--- src/rtl/hazard_ctrl_pkg.sv ---
// Shared types for the pipeline hazard sequencer: FSM states, the stall/flush
// control bundle and the load-use detection rule.
package hazard_ctrl_pkg;

    typedef enum logic [1:0] {
        StInit,
        StRun,
        StMdWait
    } hz_state_e;

    typedef struct packed {
        logic stall_if;
        logic stall_id;
        logic stall_ex;
        logic flush_id;
        logic flush_ex;
        logic flush_mem;
    } hz_ctrl_t;

    localparam hz_ctrl_t CtrlNone = '{
        stall_if: 1'b0, stall_id: 1'b0, stall_ex: 1'b0,
        flush_id: 1'b0, flush_ex: 1'b0, flush_mem: 1'b0
    };

    // Bubbles fill IF/ID and ID/EX while the pipe comes out of reset.
    localparam hz_ctrl_t CtrlBoot = '{
        stall_if: 1'b0, stall_id: 1'b0, stall_ex: 1'b0,
        flush_id: 1'b1, flush_ex: 1'b1, flush_mem: 1'b0
    };

    // Freeze everything up to EX and feed bubbles into MEM while mul/div runs.
    localparam hz_ctrl_t CtrlMdStall = '{
        stall_if: 1'b1, stall_id: 1'b1, stall_ex: 1'b1,
        flush_id: 1'b0, flush_ex: 1'b0, flush_mem: 1'b1
    };

    localparam hz_ctrl_t CtrlRedirect = '{
        stall_if: 1'b0, stall_id: 1'b0, stall_ex: 1'b0,
        flush_id: 1'b1, flush_ex: 1'b1, flush_mem: 1'b0
    };

    localparam hz_ctrl_t CtrlLoadUse = '{
        stall_if: 1'b1, stall_id: 1'b1, stall_ex: 1'b0,
        flush_id: 1'b0, flush_ex: 1'b1, flush_mem: 1'b0
    };

    // x0 never carries a real dependency, so a load to x0 cannot cause a hazard.
    function automatic logic load_use(
        input logic [4:0] rs1_addr,
        input logic [4:0] rs2_addr,
        input logic       rs1_re,
        input logic       rs2_re,
        input logic [4:0] rd_addr,
        input logic       rd_we,
        input logic       is_load
    );
        logic hit1;
        logic hit2;
        hit1 = rs1_re && (rs1_addr == rd_addr);
        hit2 = rs2_re && (rs2_addr == rd_addr);
        return is_load && rd_we && (rd_addr != 5'd0) && (hit1 || hit2);
    endfunction

endpackage

--- src/rtl/hazard_ctrl_sat_counter.sv ---
// Up-counter that sticks at all-ones instead of wrapping.
module hazard_ctrl_sat_counter #(
    parameter int unsigned W = 32
) (
    input  logic         clk,
    input  logic         rst_n,
    input  logic         en_i,
    output logic [W-1:0] count_o
);

    logic [W-1:0] count_q;

    always_ff @(posedge clk or negedge rst_n) begin
        if (!rst_n) begin
            count_q <= '0;
        end else if (en_i && (count_q != '1)) begin
            count_q <= count_q + W'(1);
        end
    end

    assign count_o = count_q;

endmodule

--- src/rtl/hazard_ctrl.sv ---
// Pipeline sequencer: stall/flush controls for load-use, EX redirects and
// multi-cycle mul/div held in EX, with a watchdog on the mul/div wait.
module hazard_ctrl
    import hazard_ctrl_pkg::*;
#(
    parameter int unsigned MD_TIMEOUT = 64,
    parameter int unsigned CNT_W      = 32
) (
    input  logic             clk,
    input  logic             rst_n,
    input  logic [4:0]       id_rs1_addr_i,
    input  logic [4:0]       id_rs2_addr_i,
    input  logic             id_rs1_re_i,
    input  logic             id_rs2_re_i,
    input  logic [4:0]       exe_rdaddr_i,
    input  logic             exe_rdwe_i,
    input  logic             exe_is_load_i,
    input  logic             exe_md_start_i,
    input  logic             md_done_i,
    input  logic             exe_redirect_i,
    output logic             stall_if_o,
    output logic             stall_id_o,
    output logic             stall_ex_o,
    output logic             flush_id_o,
    output logic             flush_ex_o,
    output logic             flush_mem_o,
    output logic             md_timeout_o,
    output logic [CNT_W-1:0] stall_cnt_o
);

    localparam int unsigned TO_W = $clog2(MD_TIMEOUT);
    localparam logic [TO_W-1:0] WaitLast = TO_W'(MD_TIMEOUT - 1);

    hz_state_e       state_q, state_d;
    logic [TO_W-1:0] wait_cnt_q, wait_cnt_d;
    logic            timeout_q, timeout_d;
    hz_ctrl_t        ctrl;
    logic            lu_hazard;

    assign lu_hazard = load_use(id_rs1_addr_i, id_rs2_addr_i, id_rs1_re_i, id_rs2_re_i,
                                exe_rdaddr_i, exe_rdwe_i, exe_is_load_i);

    always_comb begin
        state_d    = state_q;
        wait_cnt_d = wait_cnt_q;
        timeout_d  = timeout_q;
        ctrl       = CtrlNone;
        unique case (state_q)
            StInit: begin
                ctrl    = CtrlBoot;
                state_d = StRun;
            end
            StRun: begin
                // A mul/div finishing in its first EX cycle costs nothing.
                if (exe_md_start_i && !md_done_i) begin
                    ctrl       = CtrlMdStall;
                    state_d    = StMdWait;
                    wait_cnt_d = TO_W'(1);
                end else if (exe_redirect_i) begin
                    ctrl = CtrlRedirect;
                end else if (lu_hazard) begin
                    ctrl = CtrlLoadUse;
                end
            end
            StMdWait: begin
                if (md_done_i) begin
                    state_d    = StRun;
                    wait_cnt_d = '0;
                end else if (wait_cnt_q == WaitLast) begin
                    // Give up on the unit and release the pipe; flag stays set until reset.
                    timeout_d  = 1'b1;
                    state_d    = StRun;
                    wait_cnt_d = '0;
                end else begin
                    ctrl       = CtrlMdStall;
                    wait_cnt_d = wait_cnt_q + TO_W'(1);
                end
            end
            default: begin
                state_d    = StInit;
                wait_cnt_d = '0;
            end
        endcase
    end

    always_ff @(posedge clk or negedge rst_n) begin
        if (!rst_n) begin
            state_q    <= StInit;
            wait_cnt_q <= '0;
            timeout_q  <= 1'b0;
        end else begin
            state_q    <= state_d;
            wait_cnt_q <= wait_cnt_d;
            timeout_q  <= timeout_d;
        end
    end

    assign stall_if_o   = ctrl.stall_if;
    assign stall_id_o   = ctrl.stall_id;
    assign stall_ex_o   = ctrl.stall_ex;
    assign flush_id_o   = ctrl.flush_id;
    assign flush_ex_o   = ctrl.flush_ex;
    assign flush_mem_o  = ctrl.flush_mem;
    assign md_timeout_o = timeout_q;

    hazard_ctrl_sat_counter #(
        .W (CNT_W)
    ) u_stall_cnt (
        .clk     (clk),
        .rst_n   (rst_n),
        .en_i    (ctrl.stall_if),
        .count_o (stall_cnt_o)
    );

endmodule
--- config.mk ---
export PLATFORM = sky130hd
export DESIGN_NAME = hazard_ctrl
export DESIGN_NICKNAME = d
export VERILOG_FILES = /design/src/rtl/hazard_ctrl_pkg.sv /design/src/rtl/hazard_ctrl_sat_counter.sv /design/src/rtl/hazard_ctrl.sv
export SDC_FILE = /design/constraint.sdc
export NUM_CORES = 1
export LEC_CHECK = 0
export CAP_MARGIN = 10
export CORE_MARGIN = 1.5
export CORE_UTILIZATION = 57
export CTS_CLUSTER_SIZE = 12
export DETAILED_ROUTE_END_ITERATION = 16
export DONT_BUFFER_PORTS = 1
export PLACE_DENSITY = 0.75
export SLEW_MARGIN = 25
export SYNTH_ARGS = -nofsm -noshare
export SYNTH_HDL_FRONTEND = slang
export SYNTH_SLANG_ARGS = --single-unit
--- constraint.sdc ---
create_clock -name clk -period 2 [get_ports clk]
set_input_delay 0.2 -clock clk [delete_from_list [all_inputs] [get_ports clk]]
set_output_delay 0.2 -clock clk [all_outputs]
set_load 0.02 [all_outputs]
; ---- Word-level counts from Yosys, hierarchy flattened
; Cells that the tools add are included.
[totals]
regBits = 41
input_bits = 24
wordCells = 44
[op_classes]
add_sub_neg = 2
eq_ne = 8
n_mux = 14
bitwise = 2
n_reduce_logical = 14
[ops]
columns = operator, n
row1 = $mux 6, 8
row2 = $pmux 6 s3, 2
row3 = $add 32x1->32 const B, 1
row4 = $ne 32x32->1 const B, 1
row5 = $eq 5x5->1, 2
row6 = $logic_and 1x1->1, 7
row7 = $add 6x1->6 const B, 1
row8 = $eq 6x6->1 const B, 1
row9 = $mux 2, 3
row10 = $pmux 2 s3, 1
row11 = $reduce_bool 5->1, 1
row12 = $reduce_and 2->1, 2
row13 = $ne 3x3->1 const B, 1
row14 = $reduce_and 3->1, 1
row15 = $eq 2x1->1 const B, 1
row16 = $eq 2x2->1 const B, 1
row17 = $logic_not 2->1, 1
row18 = $ne 2x2->1 const B, 1
row19 = $not 1->1, 2
row20 = $logic_not 1->1, 1
row21 = $logic_or 1x1->1, 1

; ---- Depth between registers and ports, before layout
; Gate-level depths: netlist of the first run.
[logic_depth]
ltp_word = 9
ltp_mapped = 10
ltp_nobuf = 8

; ---- Cells and area by module
; A second synthesis of the first run with hierarchy kept.
[hier_totals]
hier_cells = 240
hier_area_um2 = 2391.0
[modules_own_cells]
columns = mod, instances, cells_each, area_each_um2
row1 = hazard_ctrl_sat_counter, 1, 151, 1624.1
row2 = hazard_ctrl, 1, 89, 767.0

; ---- Least setup slack after synthesis of the first run
; OpenSTA, ideal clock, no wires.
[synth_timing]
path_kind = reg-to-reg
from = register wait_cnt_q[0]
to = register u_stall_cnt.count_q[9], in the netlist u_stall_cnt.count_o[9]
arrival_ns = 2.404
t_required_ns = 1.920
setup_slack_ns = -0.484
path_stages_with_launch = 11
synth_period_minus_slack_ns = 2.484
cell_sequence = dfrtp_1 -> ha_1 -> nand3_2 -> o21ai_0 -> a211oi_1 -> a21oi_2 -> a31o_1 -> buf_6 -> buf_8 -> nor3_2 -> xor2_1
[synth_via]
elab_chain_len = 5
[synth_rtl]
columns = item, line
row1 = from (decl), hazard_ctrl.sv:35  ; logic [TO_W-1:0] wait_cnt_q, wait_cnt_d;
row2 = from (signal assigned), hazard_ctrl.sv:93  ; wait_cnt_q <= wait_cnt_d;
row3 = $eq 6x6->1, hazard_ctrl.sv:69  ; end else if (wait_cnt_q == WaitLast) begin
row4 = $mux 6, hazard_ctrl.sv:69
row5 = $mux 6, hazard_ctrl.sv:66  ; if (md_done_i) begin
row6 = $pmux 6 s3, hazard_ctrl.sv:48  ; unique case (state_q)
row7 = $logic_and 1x1->1, hazard_ctrl_sat_counter.sv:16  ; end else if (en_i && (count_q != '1)) begin
row8 = to (signal assigned), hazard_ctrl_sat_counter.sv:17  ; count_q <= count_q + W'(1);
row9 = to (decl), hazard_ctrl_sat_counter.sv:11  ; logic [W-1:0] count_q;
; No other way between the ends.
; A chain may end at the register's enable or synchronous reset.

; ---- Worst setup path after layout of the first run
[layout_timing]
from = register state_q[0]
to = output port flush_id_o
[layout_via]
elab_chain_len = 2
[layout_rtl]
columns = item, line
row1 = from (decl), hazard_ctrl.sv:34  ; hz_state_e state_q, state_d;
row2 = from (signal assigned), hazard_ctrl.sv:88  ; state_q <= StInit;
row3 = from (signal assigned), hazard_ctrl.sv:92  ; state_q <= state_d;
row4 = "$eq 2x2->1, or another cell as far along", hazard_ctrl.sv:48
row5 = $pmux 6 s3 (*), hazard_ctrl.sv:48
row6 = to (decl), hazard_ctrl.sv:24  ; output logic flush_id_o,
; Mark *: on every way between the ends. The rest lies on a longest branch, timed or not.

==> results of run 1 <==
[path summary, 6_finish.rpt]
| path | startpoint | to | slack (ns) |
|---|---|---|---|
| setup / recovery | state_q[0] | flush_id_o | 0.009 |
| hold / removal | md_done_i | wait_cnt_q[4] | 0.14 |
| setup reg to reg | state_q[0] | u_stall_cnt.count_o[26] | 0.009 |
| hold reg to reg | wait_cnt_q[1] | wait_cnt_q[1] | 0.56 |
| max in group asynchronous | rst_n | state_q[0] | 1.44 |
| min in group asynchronous | rst_n | u_stall_cnt.count_o[7] | 0.36 |
[timing repair]
action                                  CTS  global route
endpoints found under the hold margin    41             0
endpoints found under the setup margin   17            27
setup buffers                             2             1
resized for setup                        10            21
pin swaps                                 4             9
gates cloned                              0             0
hold buffers                              2             0
[sequential cells by signal, indices dropped and copies added, names as in the netlist]
signal               cells
md_timeout_o             1
state_q                  2
u_stall_cnt.count_o     32
wait_cnt_q               6
[cell usage in the layout (no fill, tap or decap), types with 2 or more instances in the layout]
cell	Yosys	routed
nor2_2	1	5
inv_1	8	5
nand2b_1	2	2
ha_1	7	2
dfrtp_1	41	38
xor2_1	21	21
clkbuf_8	0	6
ha_2	0	3
nor3_1	9	3
ha_4	0	2
nand4_1	10	10
nand3_1	10	10
buf_4	2	50
xnor2_1	23	23
and3_1	10	10
buf_12	0	2
dfrtp_2	0	3
and4_1	2	2
inv_2	0	3
nor3_4	0	6
nor2_1	14	10
o21ai_0	6	4
nor3_2	3	3
a21oi_1	3	3
nand2_1	28	26
buf_6	1	2
[cell type report]
class / count / area (µm²) / share of cell area (%)
tap: 48 / 60.1 / 2.02
clock buffer: 7 / 86.3 / 2.91
timing repair buffer: 55 / 448 / 15.1
sequential: 41 / 1030 / 34.7
clock inverter: 1 / 7.51 / 0.253
multi-input combinational: 170 / 1310 / 44.1
inverter: 8 / 30.0 / 1.01
[synthesized netlist by cell type (2+ instances only)]
master and instances:
nand4_1 10, buf_4 2, a21oi_1 3, buf_2 2
a211oi_1 2, xor2_1 21, nand2b_1 2, nor3_1 9
and3_1 10, nor2_1 14, and4_1 2, nand2_1 28
nand3_1 10, ha_1 7, nor3_2 3, inv_1 8
nor2b_1 2, o21ai_0 6, xnor2_1 23, dfrtp_1 41
[cells by family after synthesis]
family / synth area share, %
XOR/XNOR: 17.1
AND/OR/NAND/NOR: 23.9
buffers and inverters: 3.78
flip-flops: 45.6
multiplexers: 0.501
adder cells (fa/ha/maj): 3.89
AO/OA/AOI/OAI: 5.23
[worst max-delay path: stages, from the launching register on]
cell and delay [ns]:
dfrtp_2 0.41, buf_4 0.14, ha_4 0.15, o21ai_1 0.10, nor2b_2 0.18, buf_4 0.15
nor3_1 0.17, buf_4 0.18
[per-layer routing]
layer / global-route usage (%) / vias up / share of wire (%)
met5: 0 / - / 0
met4: 9.38 / 0 / 1.4
met3: 8.01 / 8 / 5.5
met2: 41.9 / 48 / 50
met1: 33.6 / 912 / 43
li1: - / 877 / -
[power breakdown]
group / leakage (nW) / switching, W / internal [W]
Sequential: 0.520 / 0.0000825 / 0.000935
Clock: 0.0445 / 0.000293 / 0.000280
Combinational: 0.862 / 0.000716 / 0.000541
[through the flow]
step                      instances  hold WS [ns]  total power [W]  instance area (µm²)  TNS, ns
after floorplan                 226       -0.0956          0.00173                 2290  -0.0945
after global placement          317       -0.0940          0.00208                 2690        0
after detailed placement        317       -0.0939          0.00210                 2690   -0.416
after CTS                       329         0.129          0.00277                 2870        0
after global routing            330         0.149          0.00301                 2970   -0.769
final                           330         0.141          0.00285                 2970        0
==> results.ini, run 1 <==
[clock_network]
clk_pin_slew_ns=0.07
insertion_delay_ns=0.30
max-clock-path-buffers=2
cts_root_buf=clkbuf_8
cts_tree=built
clock-sinks=41
cts_max_level=2
cts-buffers-inserted=5

[synth]
yosys-top-cells-area=dfrtp_1, xnor2_1, xor2_1
syn_nets=257
synth_top_cell_by_area=dfrtp_1
ys_warn_count=0
seq_area_frac_synth_pct=45.6
synth_top_cell_area_share_pct=45.6
synth_cell_types=41
synth-edff-count=0
ys_ff_latch=41
synthCells=226
netlist_area_um2=2250
synthFlopType=dfrtp_1
syn-mean-instance-area_um2=9.95
synthArstFlopShare_pct=100

[global_routing]
antenna_found_initial=0
grt_pass1_vias=1837
grt-ovfl-total=0
grt_pass1_wl_mm=8.47
grt_max_degree=42
track_usage_pct=26.2

[job]
maxCapViolCount=0

[worst_hold_path]
min_path_type=primary input to flop
worstHoldPathCells=3

[status]
status=complete, no violations

[setup_path]
crit_required_ns=1.80
crit_fanout=4
critPathArrivalTime_ns=1.79
start_kind=flop
critPathKind=flop to output pin
critPathCaptureType=output pin
rr_worst_depth=8

[finish]
diodes=0
drive_above_1_share_pct=36.5
syn2layout_area_growth_pct=32.0
fill_cells=236
final_util_pct=79.9
layout.nets=312

[sta]
finalHoldViolCount=0
setup_viol=0
rsz0062_at_grt=yes
maxSlewViolCount=0
worstMarginPinSlew_ns=0.293
post-route-period-util_pct=99.5
fin_crit_ns=1.99
max-slew-margin-rel_pct=80.3
finalClockSkew_ns=0.0113
setup_ws_ns=0.00939
clock.fmax_mhz=502

[pwr]
ir_drop_v=0.000645
cellLeakagePower_nw=1.43
power_density_nw_per_um2=959

[floorplanning]
initial_utilization_pct=60.5
rows=22
die-area_um2=4330
core_area_um2=3720
io_pins=63
fp.dieH_um=65.8
die_w_um=65.8

[route]
drc=0
via_per_inst=5.59
ant_nets=0
totalWireLength_mm=5.34
wl_per_cell_um=16.2
dr_total_vias=1845
first_iter_violations=105
dr.pass1.iters=4

[placement]
dp_hpwl_mm=3.66
preCtsSetupSlack_ns=-0.0869
io_buffers=0
gp_congestion=0.801

No activity file was read; power rests on OpenSTA's default activity.
==> inputs of run 2 (changes only) <==
--- a/config.mk
+++ b/config.mk
@@ -5,13 +5,14 @@
 export SDC_FILE = /design/constraint.sdc
 export NUM_CORES = 1
 export LEC_CHECK = 0
+export ABC_AREA = 1
 export CAP_MARGIN = 10
 export CORE_MARGIN = 1.5
-export CORE_UTILIZATION = 57
+export CORE_UTILIZATION = 50
 export CTS_CLUSTER_SIZE = 12
 export DETAILED_ROUTE_END_ITERATION = 16
 export DONT_BUFFER_PORTS = 1
-export PLACE_DENSITY = 0.75
+export PLACE_DENSITY = 0.68
 export SLEW_MARGIN = 25
 export SYNTH_ARGS = -nofsm -noshare
 export SYNTH_HDL_FRONTEND = slang
==> run 2 against run 1 <==
Net effect: register-to-register slack better by 0.05 ns; setup slack improved by 0.022 ns; critical path type unchanged; non-clock buffer count down 3; critical path depth grew 2; core utilization decreased by 18 points; sequential share of layout area fell by 6.3 points; critical endpoint is now stall_if_o; first-iteration DRC count grew to 2.5 times the previous value; combinational power shrank 6%; clock-buffer cell count increased by 1; wire length grew 53%.
==> results.ini, run 2 <==
[synth]
yosys-top-cells-count=nand2_1, nor2_1, inv_1
ys_ff_latch=41
synthCells=468
synth_most_common_cell=nand2_1
syn-mean-instance-area_um2=6.43
ys_warn_count=0
netlist_area_um2=3010
synth-edff-count=0
synth_cell_types=31
synthArstFlopShare_pct=100
yosys-top-cells-area=dfrtp_1, nand2_1, nand3_1
synth_top_cell_area_share_pct=34.1
synthFlopType=dfrtp_1
seq_area_frac_synth_pct=34.1
synth_top_cell_by_area=dfrtp_1
syn_nets=499

[finish]
syn2layout_area_growth_pct=20.1
largest_register_ffs=32
final_area_um2=3620
drive_above_1_share_pct=14.9
fill_cells=558
final_common_cell=nand2_1
layout.nets=546
layoutNonFillerInstCount=591
diodes=0
mostFrequentLayoutCells=nand2_1, nor2_1, inv_1, nand3_1, buf_4

[setup_path]
ff2ff_setup_slack_ns=0.06
slowest_stage=dfrtp_1
rr_worst_depth=13
critPathKind=flop to output pin
crit_fanout=3
r2r-start=wait_cnt_q[1]
rr_endpoint=u_stall_cnt.count_o[27]
start_kind=flop
critPathCaptureType=output pin
crit_chain=ha_2, nand3_2, nor2_2, nand2_2, inv_2, nor2_2, o21ai_2, nand2_2, buf_6
crit_required_ns=1.80
critPathArrivalTime_ns=1.77
slowest_delay_ns=0.39

[placement]
placed_area_um2=3360
dp_hpwl_mm=5.96
io_buffers=0
dp.cells=574
gp_congestion=0.978

[global_routing]
grt_use_met3_pct=4.32
grt_pass1_vias=2827
antenna_found_initial=0
grt_most_used_layer=met2
track_usage_pct=25.5
grt_pass1_wl_mm=12.9
grt-ovfl-total=0
use_met2_pct=40.9
grt_max_degree=42
met1_usage_pct=35.0

[pwr]
power_w=0.00268
power_density_nw_per_um2=741
cellLeakagePower_nw=1.89
ir_drop_v=0.000473

[route]
via_per_inst=5.28
first_iter_violations=267
dr_total_vias=3122
dr.pass1.iters=5
totalWireLength_mm=8.15
drc=0
wl_per_cell_um=13.8
ant_nets=0

[clock_network]
cts_max_level=2
max-clock-path-buffers=2
cts_tree=built
clock-sinks=41
cts-buffers-inserted=5
clk_pin_slew_ns=0.08
insertion_delay_ns=0.29
cts_root_buf=clkbuf_8

[status]
status=complete, no violations

[sta]
fin_crit_ns=1.97
tns_ns=0
maxSlewViolCount=0
finalHoldViolCount=0
setup_viol=0
max-slew-margin-rel_pct=69.2
clock.fmax_mhz=508
rsz0062_at_grt=yes
worstMarginPinSlew_ns=0.458
finalClockSkew_ns=0.00668
post-route-period-util_pct=98.4

[job]
maxCapViolCount=0

[worst_hold_path]
hold_path_end=md_timeout_o
min_from=md_done_i
min_path_type=primary input to flop
worstHoldPathCells=3

[floorplanning]
initial_utilization_pct=51.5
die_w_um=80.6
fp.dieH_um=80.6
core_area_um2=5850
die-area_um2=6500
io_pins=63
rows=28

run 2: cell count changes in the layout (fill, tap and decap cells not counted), sizes merged, moves of 7 or more:
cell	delta
inv	+41
nand3b	+8
nand2	+164
and3	-11
nand3	+36
xnor2	-20
xor2	-7
nor2	+40
run 2: worst max-delay path, delay by kind of cell, from the launching register on:
| kind | cells | cell delay, ns |
|---|---|---|
| and+or+nand+nor | 5 | 0.45 |
| buffers and inverters | 2 | 0.23 |
| DFF | 1 | 0.39 |
| adders and majority gates | 1 | 0.21 |
| AOI/OAI and AO/OA | 1 | 0.18 |
run 2: area by class of cell:
| cell class | instances | area (µm²) | share of cell area (%) |
|---|---|---|---|
| clock buffer | 8 | 80.1 | 2.21 |
| multi-input combinational | 366 | 1760 | 48.8 |
| timing repair buffer | 52 | 468 | 12.9 |
| inverter | 49 | 184 | 5.09 |
| sequential | 41 | 1030 | 28.4 |
| tap | 75 | 93.8 | 2.60 |
run 2: cells by family after synthesis:
group                      after synthesis  share of synthesized area (%)
DFF                                     41                           34.1
xor gates and xnor gates                17                           4.95
AOI/OAI and AO/OA                       16                           2.99
buffers and inverters                   61                           8.81
adders and majority gates                7                           2.91
and+or+nand+nor                        326                           46.3
run 2: metrics by stage:
stage / hold slack, ns / utilization [%] / setup WS [ns]
after floorplan: -0.0956 / - / 0.113
after global placement: -0.0933 / 57.4 / 0.146
after detailed placement: -0.0930 / 57.4 / 0.0474
after CTS: 0.154 / 59.6 / 0.0353
after global routing: 0.215 / 61.8 / -0.0539
final: 0.172 / 61.8 / 0.0314
run 2: worst max path at each step:
stage	start	to	slack (ns)	depth (start not counted)
after floorplan	u_stall_cnt.count_o[0]	u_stall_cnt.count_o[3]	0.11	10
after global placement	state_q[1]	u_stall_cnt.count_o[30]	0.15	9
after detailed placement	wait_cnt_q[1]	u_stall_cnt.count_o[13]	0.05	11
after CTS	wait_cnt_q[1]	stall_if_o	0.04	9
after global routing	wait_cnt_q[1]	stall_if_o	-0.05	9
final	wait_cnt_q[1]	stall_if_o	0.03	9
run 2: repair_timing:
action / in CTS / in global routing
resized for setup: 1 / 16
gates cloned: 0 / 3
hold buffers: 2 / 0
setup buffers: 2 / 2
pin swaps: 1 / 4
setup endpoints to repair: 2 / 37
endpoints found under the hold margin: 41 / 0
run 2: per-layer routing:
layer	up-vias	share of wire, %
met2	126	46
met3	18	7.6
li1	1567	-
met4	0	1.8
met1	1411	45
met5	-	0
run 2: power breakdown:
part           total, W  internal (W)  switching [W]
combinational   0.00119      0.000449       0.000742
sequential     0.000962      0.000898      0.0000637
clock          0.000528      0.000248       0.000280
total           0.00268       0.00159        0.00109
